[src/rtl/t02_servo_bank.sv]
// Multi-channel servo PWM bank: targets loaded over valid/ready, actual duty slews once per frame.
// Pulse registered (starts cycle after frame_start); load_ready always 1; watchdog under T02_SERVO_WDOG_EN.
module t02_servo_bank #(
  parameter int NUM_CH        = 2,
  parameter int DUTY_W        = 8,
  parameter int FRAME_TICKS   = 200000,
  parameter int MIN_TICKS     = 10000,
  parameter int TICKS_PER_LSB = 39,
  parameter int STEP_MAX      = 4,
  parameter int CENTER        = 128,
  parameter int WDOG_FRAMES   = 50,
  localparam int CW           = (NUM_CH > 1) ? $clog2(NUM_CH) : 1
) (
  input  logic                     clk,
  input  logic                     n_rst,
  input  logic                     en,
  input  logic                     load_valid,
  input  logic [CW-1:0]            load_ch,
  input  logic [DUTY_W-1:0]        load_duty,
  output logic                     load_ready,
  output logic [NUM_CH-1:0]        pwm_out,
  output logic [NUM_CH*DUTY_W-1:0] actual_duty,
  output logic [NUM_CH-1:0]        at_target,
  output logic                     frame_start,
  output logic [NUM_CH-1:0]        wdog_trip
);

  localparam int     FCW       = $clog2(FRAME_TICKS);
  localparam longint MAX_WIDTH = longint'(MIN_TICKS) +
                                 longint'((1 << DUTY_W) - 1) * longint'(TICKS_PER_LSB);

  // The longest pulse must end before the frame wraps, or pulses would merge across frames.
  if (MAX_WIDTH >= longint'(FRAME_TICKS) || WDOG_FRAMES < 1) begin : g_bad_params
    $error("t02_servo_bank: maximum pulse width must be below FRAME_TICKS and WDOG_FRAMES >= 1");
  end

  logic [FCW-1:0]    r_cnt;
  logic [DUTY_W-1:0] r_target [NUM_CH];
  logic [DUTY_W-1:0] r_actual [NUM_CH];
  logic [DUTY_W-1:0] w_slew   [NUM_CH];
  logic [DUTY_W-1:0] w_act_nxt[NUM_CH];
  logic [31:0]       w_width  [NUM_CH];
  logic [NUM_CH-1:0] r_pwm;
  logic [NUM_CH-1:0] w_pwm_nxt;
  logic [NUM_CH-1:0] w_load_hit;
  logic [NUM_CH-1:0] w_wdog_fire;
  logic              w_frame_start;
  logic              w_load_ok;

  assign w_frame_start = en && (r_cnt == '0);
  assign w_load_ok     = load_valid && (32'(load_ch) < NUM_CH);

  assign load_ready  = 1'b1;
  assign frame_start = w_frame_start;
  assign pwm_out     = r_pwm;

  always_ff @(posedge clk or negedge n_rst) begin
    if (!n_rst) begin
      r_cnt <= '0;
    end else if (!en || r_cnt == FCW'(FRAME_TICKS - 1)) begin
      r_cnt <= '0;
    end else begin
      r_cnt <= r_cnt + 1'b1;
    end
  end

  // Slew step toward target, clamped to STEP_MAX; the clamp only engages when the
  // gap exceeds STEP_MAX, so the add/subtract can never wrap.
  always_comb begin
    for (int i = 0; i < NUM_CH; i++) begin
      w_slew[i] = r_target[i];
      if (r_target[i] > r_actual[i]) begin
        if (32'(r_target[i] - r_actual[i]) > STEP_MAX) begin
          w_slew[i] = r_actual[i] + DUTY_W'(STEP_MAX);
        end
      end else if (32'(r_actual[i] - r_target[i]) > STEP_MAX) begin
        w_slew[i] = r_actual[i] - DUTY_W'(STEP_MAX);
      end
      w_act_nxt[i]  = w_frame_start ? w_slew[i] : r_actual[i];
      w_width[i]    = 32'(MIN_TICKS) + 32'(w_act_nxt[i]) * 32'(TICKS_PER_LSB);
      w_pwm_nxt[i]  = en && (32'(r_cnt) < w_width[i]);
      w_load_hit[i] = w_load_ok && (load_ch == CW'(i));
    end
  end

  always_ff @(posedge clk or negedge n_rst) begin
    if (!n_rst) begin
      r_pwm <= '0;
      for (int i = 0; i < NUM_CH; i++) begin
        r_target[i] <= DUTY_W'(CENTER);
        r_actual[i] <= DUTY_W'(CENTER);
      end
    end else begin
      r_pwm <= w_pwm_nxt;
      for (int i = 0; i < NUM_CH; i++) begin
        if (w_frame_start) begin
          r_actual[i] <= w_slew[i];
        end
        if (w_load_hit[i]) begin
          r_target[i] <= load_duty;
        end else if (w_wdog_fire[i]) begin
          r_target[i] <= DUTY_W'(CENTER);
        end
      end
    end
  end

`ifdef T02_SERVO_WDOG_EN
  localparam int WCW = $clog2(WDOG_FRAMES + 1);

  logic [WCW-1:0]    r_wdog_cnt [NUM_CH];
  logic [NUM_CH-1:0] r_trip;

  // Fires on the frame_start that brings the idle count up to WDOG_FRAMES.
  always_comb begin
    for (int i = 0; i < NUM_CH; i++) begin
      w_wdog_fire[i] = w_frame_start && !r_trip[i] &&
                       (r_wdog_cnt[i] == WCW'(WDOG_FRAMES - 1));
    end
  end

  always_ff @(posedge clk or negedge n_rst) begin
    if (!n_rst) begin
      r_trip <= '0;
      for (int i = 0; i < NUM_CH; i++) begin
        r_wdog_cnt[i] <= '0;
      end
    end else begin
      for (int i = 0; i < NUM_CH; i++) begin
        if (w_load_hit[i]) begin
          r_wdog_cnt[i] <= '0;
          r_trip[i]     <= 1'b0;
        end else if (w_frame_start && !r_trip[i]) begin
          r_wdog_cnt[i] <= r_wdog_cnt[i] + 1'b1;
          r_trip[i]     <= w_wdog_fire[i];
        end
      end
    end
  end

  assign wdog_trip = r_trip;
`else
  assign w_wdog_fire = '0;
  assign wdog_trip   = '0;
`endif

  always_comb begin
    for (int i = 0; i < NUM_CH; i++) begin
      actual_duty[i*DUTY_W +: DUTY_W] = r_actual[i];
      at_target[i]                    = (r_actual[i] == r_target[i]);
    end
  end

endmodule
[config.mk]
export PLATFORM = sky130hd
export DESIGN_NAME = t02_servo_bank
export DESIGN_NICKNAME = d
export VERILOG_FILES = /design/src/rtl/t02_servo_bank.sv
export SDC_FILE = /design/constraint.sdc
export NUM_CORES = 1
export LEC_CHECK = 0
export ABC_AREA = 1
export BUFFER_PORTS_ARGS = -buffer_cell sky130_fd_sc_hd__buf_4
export CAP_MARGIN = 20
export CORE_MARGIN = 4
export CORE_UTILIZATION = 55
export DETAILED_ROUTE_END_ITERATION = 8
export PLACE_DENSITY = 0.73
export SYNTH_ARGS = -nofsm -noshare
export SYNTH_HDL_FRONTEND = slang
export SYNTH_SLANG_ARGS = --single-unit
[constraint.sdc]
create_clock -name clk -period 17.79 [get_ports clk]
set_clock_uncertainty 0.15 [all_clocks]
set_input_delay 0.8895 -clock clk [delete_from_list [all_inputs] [get_ports clk]]
set_output_delay 0.8895 -clock clk [all_outputs]
set_load 0.1 [all_outputs]
==> summary.md, run 1 <==
| Metric | Value |
|---|---|
| Core Footprint | 0.0133 mm^2 |
| Die Span Y | 125 um |
| CTS tree | done |
| Warnings, synthesis | 0 |
| CTS root buf | clkbuf_16 |
| Hold Fails Final Rpt | 0 |
| Area growth syn-to-layout | 7.18% |
| FF+latch count, synth | 52 |
| RSZ-0062 raised after global routing | false |
| Status | complete, no violations |
| FMAX | 0.139 GHz |
| IO buf count | 33 |
| Hpwl dp | 14100 um |
| Util after Layout | 0.609 |
| Die W | 125 um |
| CTS-repair resized insts | 0 |
| Met1 Usage GRT | 0.312 |
| Routed wire length | 16800 um |
| Final WS setup | 10610 ps |
| Worst Setup Path Type | reg2reg |
| DRT Pass-1 Iters | 5 |
| Number of global-route vias before repair | 6164 |
| Post-layout minimum cycle time | 7180 ps |
| Largest net degree at the start of global routing | 53 |
| Most frequent cells in the layout | nand2_1, inv_1, ha_1 |
| Gr usage total | 0.219 |
| Reg clk slew, reported paths | 70 ps |
| CTS HTree Levels | 2 |
| Final cycle utilization of the critical path | 0.403 |
| Cts-stage hold buffer count | 0 |
| Slowest stage cell on the critical path | dfrtp_1 |
| Syn Area/Cell | 7.31 um^2 |
| Worst min path class | reg2reg |
| Routability cong. | 0.922 |
| Synthesized area | 0.00758 mm^2 |
| Worst Setup Start Kind | register |
| Post-CTS setup buffer count | 0 |
| Met3 usage | 0.0273 |
| CTS buffer count | 5 |
| Crit path required time | 17870 ps |
| Worst-Skew Late Latency | 310 ps |
| Layout cells sized above 1 | 0.0975 |
| Residual DRC count | 0 |
| GRT overflow | 0 |
| Worst-margin pin slew | 897 ps |
| GRT busiest layer | met2 |
| Vias | 6568 |
| Clock tree buffer depth | 2 |
| Row cnt | 42 |
| Post-place setup slack | 10670 ps |
| Sequential fraction of the synthesis area | 0.172 |
| Critical path arrival | 7260 ps |
| Global-route wire length before repair | 29100 um |
| Final setup fails | 0 |
| # IOs | 37 |
| Max-Cap Viols | 0 |
| Vias per std cell | 5.28 |
| Post-route antenna net violation count | 0 |
| DR iter-0 viols | 489 |
| Crit Path Max Fanout | 11 |
| Ant diodes | 0 |
| Relative slew slack | 0.397 |
| CTS sink cnt | 52 |
| Met2 Use GR | 0.359 |
| Initial antenna violation count | 0 |
| DR WL/cell | 13.5 um |
| Max-slew violations | 0 |
| Crit-path max cell delay | 520 ps |
| Cell mode on critical path | nand2_1 |
| Yosys cell types | 46 |
| Fin nets | 1248 |
| Commonest non-fill, non-tap cell in the layout | nand2_1 |
| Die area | 0.0157 mm^2 |
| Starting Density | 0.568 |
| Setup crit end kind | register |
| Setup TNS | 0 ps |
| Synth Instances | 1037 |
## Yosys cell counts (all sizes together)
cell type  instances  share of area
buf                8         0.0082
a21oi             60          0.043
dfstp              4          0.014
inv              215           0.11
nand3             60          0.041
nor3              18          0.017
nor2              53          0.029
and2               2         0.0018
o21ai             50          0.035
clkbuf             4         0.0020
clkinv             1        0.00049
a31oi              9          0.012
o21a               5         0.0049
dfrtp             48           0.16
ha               138           0.23
xnor2              8         0.0092
nand3b             1        0.00099
o211ai            15          0.016
nor4               4         0.0073
nand4             20          0.016
a2111o             1         0.0015
o221ai             1         0.0012
a21o               4         0.0040
conb               2        0.00099
nand2            242           0.12
a31o               1         0.0012
xor2              26          0.030
fa                31          0.082
o21bai             6         0.0064
## worst max-delay path, delay by kind of cell (launching register included)
kind                     cells  cell delay, ps
XOR/XNOR                     1             180
buffers and inverters        3             420
flip-flops                   1             520
adder cells (fa/ha/maj)      7            2770
AO/OA/AOI/OAI               11            1920
AND/OR/NAND/NOR             12            1160
## kinds of logic after synthesis
| logic type | after synthesis | synth area share |
|---|---|---|
| fa+ha+maj | 169 | 0.309 |
| other cells | 2 | 0.000990 |
| buf+inv | 228 | 0.117 |
| simple gates | 400 | 0.237 |
| compound gates | 152 | 0.124 |
| flops | 52 | 0.172 |
| xor+xnor | 34 | 0.0393 |
## metal layers
metal  up-vias  wire length (um)
met5         -                 0
met4         0               221
met3        21               665
met2       152              7760
met1      3010              8190
li1       3385                 -
## path summary, 6_finish.rpt
kind,from,endpoint,slack (ps),depth (start not counted)
worst max-delay path,actual_duty[12],pwm_out[1],10610,34
worst min-delay path,r_cnt[0],r_cnt[0],330,1
worst max register to register,actual_duty[12],pwm_out[1],10610,34
worst min register to register,r_cnt[0],r_cnt[0],330,1
max in group asynchronous,n_rst,r_target[1],16550,1
min in group asynchronous,n_rst,r_cnt[13],480,1
## flip-flops by register name (all words and copies together) (netlist names)
register / count
actual_duty: 16
pwm_out: 2
r_cnt: 18
r_target: 16
## metrics by stage
| step | hold WS [ps] | instance area [um^2] | cells |
|---|---|---|---|
| 6_report | 333 | 8130 | 1243 |
| 4_1_cts | 340 | 8130 | 1243 |
| 2_1_floorplan | 304 | 7590 | 1038 |
| 5_1_grt | 381 | 8130 | 1243 |
| 3_3_place_gp | 326 | 7980 | 1235 |
| 3_5_place_dp | 330 | 7980 | 1235 |
## area by class of cell
type / count / area [um^2]
timing repair buffer: 33 / 248
sequential: 52 / 1310
tap: 176 / 220
multi-input combinational: 758 / 5390
clock buffer: 5 / 125
inverter: 216 / 811
fill: 1258 / 5220
clock inverter: 3 / 25.0
Power of run 1 is left out: the tool's default activity adds up to more than one toggle a clock period on the data nets, which glitch-free logic cannot reach.
==> run 2, diff against run 1 <==
Settings changed: PLACE_DENSITY 0.73 to 0.76.
Clock period 17.79 ns to 6.3 ns, I/O delays scaled along.
==> run 2 against run 1 <==
The run now ends with negative setup slack left. Critical path depth rose by 1. Sequential share of layout area fell by 2.2 points. Via count rose by 12%. Register-to-register slack got worse by 11000 ps. Fmax rose by 11%. Cell count rose by 9.3%. First-iteration DRC count rose by 3.3%. Clock-buffer cell count did not move. Non-clock buffer count rose by 114. Critical endpoint unchanged.
==> summary.md, run 2 (synthesis results as in run 1) <==
| Metric | Value |
|---|---|
| Failing checks | negative setup slack |
| Max-slew violations | 0 (unchanged) |
| Max-Cap Viols | 0 (unchanged) |
| Die Span Y | 125 um (unchanged) |
| Worst min path class | in2reg |
| CTS sink cnt | 52 (unchanged) |
| Util after Layout | 0.735 (+0.126) |
| Hpwl dp | 15800 um (+12%) |
| Vias | 7330 (+12%) |
| Area growth syn-to-layout | 29.3% |
| Largest net degree at the start of global routing | 53 (unchanged) |
| RSZ-0062 raised after global routing | true |
| IO buf count | 33 (unchanged) |
| CTS tree | done |
| Worst Setup Start Kind | register |
| Final WS setup | -155 ps (-10770 ps) |
| Die W | 125 um (unchanged) |
| Crit-path max cell delay | 570 ps (+50 ps) |
| Crit path required time | 6340 ps (-11530 ps) |
| Hold Fails Final Rpt | 0 (unchanged) |
| Clock tree buffer depth | 2 (unchanged) |
| Final cycle utilization of the critical path | 1.02 (+0.621) |
| Area of the multi-input gates | 0.00611 mm^2 (+13%) |
| CTS buffer count | 5 (unchanged) |
| Fillcell total | 987 (-22%) |
| Residual DRC count | 0 (unchanged) |
| Row cnt | 42 (unchanged) |
| Final setup fails | 2 (+2) |
| Status | finished, violations left |
| Post-route antenna net violation count | 0 (unchanged) |
| Core Footprint | 0.0133 mm^2 (unchanged) |
| # IOs | 37 (unchanged) |
| Max reg flops | 18 (unchanged) |
| Worst Setup Path Type | reg2reg |
| GRT overflow | 0 (unchanged) |
| Seq. cell area | 0.00136 mm^2 (+3.8%) |
| Relative slew slack | 0.510 (+0.113) |
| Gr usage total | 0.244 (+0.0257) |
| Crit Path Max Fanout | 7 (-4) |
| CTS root buf | clkbuf_16 |
| Setup TNS | -249 ps (-249 ps) |
| Initial antenna violation count | 0 (unchanged) |
| Vias per std cell | 5.39 (+2.1%) |
| Worst-Skew Late Latency | 300 ps (about the same) |
| Critical path arrival | 6490 ps (-770 ps) |
| Cell mode on critical path | nand2_1 |
| Post-layout minimum cycle time | 6450 ps (-722 ps) |
| DRT Pass-1 Iters | 5 (unchanged) |
| Worst-margin pin slew | 731 ps (-166 ps) |
| DR iter-0 viols | 505 (+3.3%) |
| Fin nets | 1364 (+9.3%) |
| Routability cong. | 0.982 (+6.6%) |
| Die area | 0.0157 mm^2 (unchanged) |
| Global-route wire length before repair | 32100 um (+10%) |
| Top reg by flops | r_cnt |
| Layout cells sized above 1 | 0.298 (+0.200) |
| FMAX | 0.155 GHz (+11%) |
| CTS HTree Levels | 2 (unchanged) |
| Commonest non-fill, non-tap cell in the layout | nand2_1 |
| Setup crit end kind | register |
| Slowest stage cell on the critical path | fa_1 |
| Starting Density | 0.568 (unchanged) |
| DR WL/cell | 15.1 um (+12%) |
| Most frequent cells in the layout | nand2_1, inv_1, buf_4 |
| Number of global-route vias before repair | 6845 (+11%) |
| Ant diodes | 0 (unchanged) |
| Routed wire length | 20600 um (+22%) |
| Reg clk slew, reported paths | 80 ps (about the same) |
run 2: metrics by stage:
step	hold slack [ps]	cells	setup slack (ps)	instance area [um^2]
6_report	147	1359	-155	9810
5_1_grt	166	1359	-486	9810
4_1_cts	152	1339	-29.5	9250
3_5_place_dp	258	1321	-167	8900
3_3_place_gp	257	1321	-60.5	8900
2_1_floorplan	-131	1038	-541	7870
run 2: layer usage:
metal | wire length, um | global-route usage | vias up | share of wire
met3 | 1020 | 0.0333 | 54 | 0.050
met1 | 8930 | 0.328 | 3416 | 0.43
met4 | 742 | 0.0944 | 0 | 0.036
met2 | 9870 | 0.401 | 239 | 0.48
met5 | 0 | 0 | - | 0
li1 | - | - | 3621 | -
run 2: critical path, delay by kind of cell, from the launching register on:
| family | cells | cell delay (ps) |
|---|---|---|
| AO/OA/AOI/OAI | 10 | 1310 |
| XOR/XNOR | 1 | 90 |
| adder cells (fa/ha/maj) | 7 | 2470 |
| buffers and inverters | 3 | 350 |
| flip-flops | 1 | 520 |
| AND/OR/NAND/NOR | 14 | 1440 |
run 2: path summary, 6_finish.rpt:
| path | from | endpoint | slack (ps) | cells past startpoint |
|---|---|---|---|---|
| min in group asynchronous | n_rst | r_cnt[13] | 450 | 2 |
| min reg2reg | r_cnt[0] | r_cnt[0] | 360 | 1 |
| max | actual_duty[12] | pwm_out[1] | -150 | 35 |
| max reg2reg | actual_duty[12] | pwm_out[1] | -150 | 35 |
| max in group asynchronous | n_rst | actual_duty[13] | 4980 | 2 |
| min | load_duty[4] | r_target[4] | 150 | 3 |
run 2: repair_timing:
item / in CTS / in global routing
pin swaps: 16 / 79
hold buffers: 1 / 0
endpoints found under the hold margin: 48 / 0
gates resized for setup: 28 / 89
gates cloned: 2 / 0
setup buffers: 7 / 20
endpoints found under the setup margin: 2 / 2
run 2: final cells by class:
class,count,area share
multi-input cells,760,0.623
flip-flops and latches,52,0.138
repair buffers,147,0.115
inverters,216,0.0839
well taps,176,0.0224
clock buffers,5,0.0128
clock inverters,3,0.00434
Power of run 2 is left out for the same reason.
